===== src/rtl/serial_word_feeder.sv =====
// Parallel-to-serial feed stage: buffers one word behind a valid/ready handshake and
// shifts it out bit-serially with a start qualifier, optionally followed by idle gap cycles.
module serial_word_feeder #(
    parameter int WIDTH      = 8,
    parameter bit MSB_FIRST  = 1'b1,
    parameter int GAP_CYCLES = 0
) (
    input  logic             clock,
    input  logic             reset,
    input  logic [WIDTH-1:0] par_data,
    input  logic             par_valid,
    output logic             par_ready,
    output logic             serial_out,
    output logic             start,
    output logic             busy,
    output logic [15:0]      words_sent
);
    localparam int                CNT_W    = $clog2(WIDTH);
    localparam logic [CNT_W-1:0]  LAST_BIT = CNT_W'(WIDTH - 1);
    localparam logic [3:0]        GAP_LOAD = (GAP_CYCLES > 0) ? 4'(GAP_CYCLES - 1) : 4'd0;

    typedef enum logic [1:0] {
        ST_IDLE  = 2'd0,
        ST_SHIFT = 2'd1,
        ST_GAP   = 2'd2
    } state_t;

    state_t             state_reg, state_next;
    logic [WIDTH-1:0]   hold_reg, hold_next;
    logic               hold_full_reg, hold_full_next;
    logic [WIDTH-1:0]   shift_reg, shift_next;
    logic [CNT_W-1:0]   bit_cnt_reg, bit_cnt_next;
    logic [3:0]         gap_cnt_reg, gap_cnt_next;
    logic [15:0]        words_sent_reg, words_sent_next;
    logic               engine_free;
    logic               accept;
    logic               shift_bit;

    assign par_ready  = ~hold_full_reg;
    assign accept     = par_valid & par_ready;
    assign shift_bit  = MSB_FIRST ? shift_reg[WIDTH-1] : shift_reg[0];
    // Outputs depend only on registered state so the detector sees glitch-free inputs.
    assign start      = (state_reg == ST_SHIFT);
    assign serial_out = start & shift_bit;
    assign busy       = (state_reg != ST_IDLE) | hold_full_reg;
    assign words_sent = words_sent_reg;

    always_comb begin
        state_next      = state_reg;
        hold_next       = hold_reg;
        hold_full_next  = hold_full_reg;
        shift_next      = shift_reg;
        bit_cnt_next    = bit_cnt_reg;
        gap_cnt_next    = gap_cnt_reg;
        words_sent_next = words_sent_reg;
        engine_free     = 1'b0;

        case (state_reg)
            ST_IDLE: begin
                engine_free = 1'b1;
            end
            ST_SHIFT: begin
                shift_next   = MSB_FIRST ? (shift_reg << 1) : (shift_reg >> 1);
                bit_cnt_next = bit_cnt_reg - 1'b1;
                if (bit_cnt_reg == '0) begin
                    words_sent_next = words_sent_reg + 16'd1;
                    if (GAP_CYCLES > 0) begin
                        state_next   = ST_GAP;
                        gap_cnt_next = GAP_LOAD;
                    end else begin
                        state_next  = ST_IDLE;
                        engine_free = 1'b1;
                    end
                end
            end
            ST_GAP: begin
                gap_cnt_next = gap_cnt_reg - 4'd1;
                if (gap_cnt_reg == 4'd0) begin
                    state_next  = ST_IDLE;
                    engine_free = 1'b1;
                end
            end
            default: begin
                state_next = ST_IDLE;
            end
        endcase

        // A free engine with a held word overrides the IDLE choice above, which is
        // what lets back-to-back words stream with no bubble.
        if (engine_free && hold_full_reg) begin
            shift_next     = hold_reg;
            bit_cnt_next   = LAST_BIT;
            state_next     = ST_SHIFT;
            hold_full_next = 1'b0;
        end

        if (accept) begin
            hold_next      = par_data;
            hold_full_next = 1'b1;
        end
    end

    always_ff @(posedge clock or posedge reset) begin
        if (reset) begin
            state_reg      <= ST_IDLE;
            hold_reg       <= '0;
            hold_full_reg  <= 1'b0;
            shift_reg      <= '0;
            bit_cnt_reg    <= '0;
            gap_cnt_reg    <= '0;
            words_sent_reg <= '0;
        end else begin
            state_reg      <= state_next;
            hold_reg       <= hold_next;
            hold_full_reg  <= hold_full_next;
            shift_reg      <= shift_next;
            bit_cnt_reg    <= bit_cnt_next;
            gap_cnt_reg    <= gap_cnt_next;
            words_sent_reg <= words_sent_next;
        end
    end
endmodule


===== config.mk =====
export PLATFORM = sky130hd
export DESIGN_NAME = serial_word_feeder
export DESIGN_NICKNAME = d
export VERILOG_FILES = /design/src/rtl/serial_word_feeder.sv
export SDC_FILE = /design/constraint.sdc
export NUM_CORES = 1
export LEC_CHECK = 0
export CAP_MARGIN = 40
export CORE_MARGIN = 1.5
export CORE_UTILIZATION = 60
export CTS_BUF_LIST = sky130_fd_sc_hd__clkbuf_16
export DETAILED_ROUTE_END_ITERATION = 10
export DONT_BUFFER_PORTS = 1
export HOLD_SLACK_MARGIN = 0.1
export MAX_ROUTING_LAYER = met4
export PLACE_DENSITY = 0.76
export SYNTH_ARGS = -nofsm -noshare
export SYNTH_HDL_FRONTEND = slang
export SYNTH_SLANG_ARGS = --single-unit

===== constraint.sdc =====
create_clock -name clock -period 4.5 [get_ports clock]
set_input_delay 0.45 -clock clock [delete_from_list [all_inputs] [get_ports clock]]
set_output_delay 0.45 -clock clock [all_outputs]
set_load 0.02 [all_outputs]

==> flow_summary_export.csv <==
group,metric,value,unit
synthesis,asyncSetResetFlopFracSynth,1.00,
layout,final_cells,173,
critical_path,crit_type,"reg2out",
clock_tree,cts_tree,"done",
clock_tree,cts_post_setup_buffers_inserted,0,
global_routing,via_count_of_the_first_global_routing_pass,985,
global_routing,antenna_found_initial,0,
global_routing,grt_use_total,0.225,
pwr,cellPowerDensity,636,nW/um2
synthesis,ys.flop_type,"dfrtp_1",
detailed_routing,route.detailed.drc,0,
critical_path,startpoint_class_of_the_critical_path,"flip-flop",
clock_tree,cts_hold_repair.buffers,0,
clock_tree,clock_transition_at_the_register_clock_pins_on_the_worst_setup_and_hold_paths_after_cts,50,ps
critical_path,crit_slowest_cell,"dfrtp_1",
timing,worst_slew_margin_rel,0.508,
layout,drive_above_1_share,0.168,
placed_design,place_congestion,0.720,
timing,min_period_over_period,0.387,
critical_path,r2r-start,"bit_cnt_reg[0]$_DFFE_PP0P_",
global_routing,global_route.overflow_total,0,
clock_tree,cts.path.max_buffers,2,
critical_path,cp.arrival,1290,ps
synthesis,yosysWarningCount,0,
die,io-pin-count,31,
die,floorplan.die.width,54.7,um
synthesis,yosys.cell_types.count,27,
synthesis,synth_most_common_cell,"dfrtp_1",
synthesis,ys_ff_latch,37,
global_routing,global_route_wire_length_before_repair,4.40,mm
die,die_area,2990,um2
layout,combined_area_of_the_multi_input_logic_cells,641,um2
synthesis,seq_area_frac_synth,0.578,
synthesis,yosysTopAreaCell,"dfrtp_1",
detailed_routing,ant_nets,0,
pwr,leakagePower,0.856,nW
clock_tree,cts_sinks,37,
detailed_routing,routedWlPerCell,15.3,um
die,start_util,0.641,
critical_path,r2r_cells,7,
hold_path,hold_class,"in2async",
synthesis,postSynthNetCount,151,
critical_path,r2r_setup_slack,2770,ps
synthesis,synthesis.area,1600,um2
job,max_cap_viol_count,0,
synthesis,synth.top_cells.by_area,"dfrtp_1 (58%), mux2_2 (6.3%), xnor2_1 (4.4%)",
placed_design,numPlacedInstances,165,
synthesis,netlist_instances,137,
placed_design,detailed_place_hpwl,1.86,mm
clock_tree,worstSkewPairLatency,280,ps
die,num_rows,18,
layout,nNetsFinal,156,
timing,final.setup.tns,0,ps
critical_path,crit_path_end_kind,"output pin",
placed_design,port-buffer-count,0,
timing,setup-violations-final,0,
detailed_routing,route.vias.total,992,
global_routing,grt_start_max_net_pins,38,
timing,period_minus_slack,1740,ps
synthesis,syn_area_per_cell,11.7,um2
critical_path,crit_path_cell_trace,"or2_2",
clock_tree,root_buffer,"clkbuf_16",
critical_path,timing.critical_path.required,4050,ps
layout,seqCellArea,926,um2
pwr,max-vdd-ir-drop,544,uV
timing,unrepaired_setup_endpoints_after_global_routing,"false",
critical_path,worstPathMaxFanout,12,
layout,areaGrowthSynthToFinish,10.6,%
critical_path,worst_r2r_endpoint,"words_sent[15]$_DFFE_PP0P_",
die,die_height,54.7,um
synthesis,synth-edff-count,0,
timing,tightest_slew,737,ps
die,core_area,2500,um2
critical_path,critical_path.top_delay_family,"flip-flops",
detailed_routing,detail_route.vias_per_cell,5.73,
critical_path,cp_buf_inv_count,0,
run_status,run_status,"complete, no violations",
synthesis,synth_commonest_cells,"dfrtp_1 (37), nor2_1 (18), mux2_2 (9), nand2_1 (9), xnor2_1 (8)",
layout,diodes,0,
timing,hold_violations,0,
detailed_routing,routed_wirelength,2.65,mm
timing,fin_skew,4.10,ps
timing,max_clock_freq,574,MHz
layout,final.fill_count,183,
clock_tree,tritoncts.num_buffers,5,
clock_tree,post_cts_resize_count,0,
critical_path,crit_path_max_incr_delay,520,ps
detailed_routing,detail_route.iter0.violations,12,
timing,final-max-slew-violation-count,0,
layout,largest_register_ff_count,16,
detailed_routing,firstDrtPassIters,5,
synthesis,synth.top_cell.area_share,0.578,
clock_tree,clock_tree.htree_level_count,2,
metal layers:
metal  share of wire  up-vias  GRT usage
met1            0.41      488      0.245
li1                -      477          -
met5               0        -          -
met2            0.52       23      0.353
met3           0.049        4     0.0929
met4           0.017        0      0.113
through the flow:
| stage | cell area (um2) | setup WS, ps | hold WS, ps | utilization | power (W) |
|---|---|---|---|---|---|
| global placement | 1630 | 2830 | 450 | 0.654 | 0.000798 |
| detailed placement | 1630 | 2760 | 458 | 0.654 | 0.000814 |
| CTS | 1770 | 2740 | 180 | 0.709 | 0.00114 |
| global route | 1770 | 2630 | 219 | 0.709 | 0.00120 |
| floorplan | 1600 | 2830 | 440 | - | 0.000754 |
| finish | 1770 | 2760 | 165 | 0.709 | 0.00113 |
worst max-delay path by stage:
stage	startpoint	end	slack [ps]	cells past startpoint
finish	state_reg[0]$_DFFE_PP0P_	busy	2760	1
global route	bit_cnt_reg[0]$_DFFE_PP0P_	words_sent[15]$_DFFE_PP0P_	2630	7
CTS	bit_cnt_reg[0]$_DFFE_PP0P_	words_sent[15]$_DFFE_PP0P_	2740	7
detailed placement	bit_cnt_reg[0]$_DFFE_PP0P_	words_sent[15]$_DFFE_PP0P_	2760	7
global placement	bit_cnt_reg[0]$_DFFE_PP0P_	words_sent[15]$_DFFE_PP0P_	2830	7
floorplan	bit_cnt_reg[0]$_DFFE_PP0P_	words_sent[14]$_DFFE_PP0P_	2830	8
final cells by class:
type / instances / area share
multi-input cells: 91 / 0.362
clock inverters: 3 / 0.00706
repair buffers: 1 / 0.00424
well taps: 30 / 0.0212
flip-flops and latches: 37 / 0.523
inverters: 6 / 0.0127
clock buffers: 5 / 0.0706
layout by cell type (no fill, tap or decap), types with 2 or more instances in the layout:
cell type / count
xnor2_1: 8
nand4_1: 3
clkinv_1: 2
clkbuf_16: 5
xor2_1: 7
inv_1: 6
o22ai_1: 7
ha_1: 3
and2_2: 2
nand3_1: 7
a21oi_1: 4
mux2_2: 9
nor4_4: 2
dfrtp_1: 37
nand2_1: 9
nor3_1: 2
nor2_1: 18
report_power, final:
group          switching, W  internal [W]  total [W]
sequential         0.000106      0.000440   0.000547
clock              0.000120      0.000200   0.000320
combinational      0.000133      0.000127   0.000260
total              0.000360      0.000767    0.00113
cells by family after synthesis:
| kind of cell | synth area share |
|---|---|
| XOR/XNOR | 0.0820 |
| flip-flops | 0.578 |
| buffers and inverters | 0.0219 |
| adder cells (fa/ha/maj) | 0.0234 |
| AO/OA/AOI/OAI | 0.0477 |
| AND/OR/NAND/NOR | 0.184 |
| multiplexers | 0.0633 |
No activity file was read; power rests on OpenSTA's default activity.
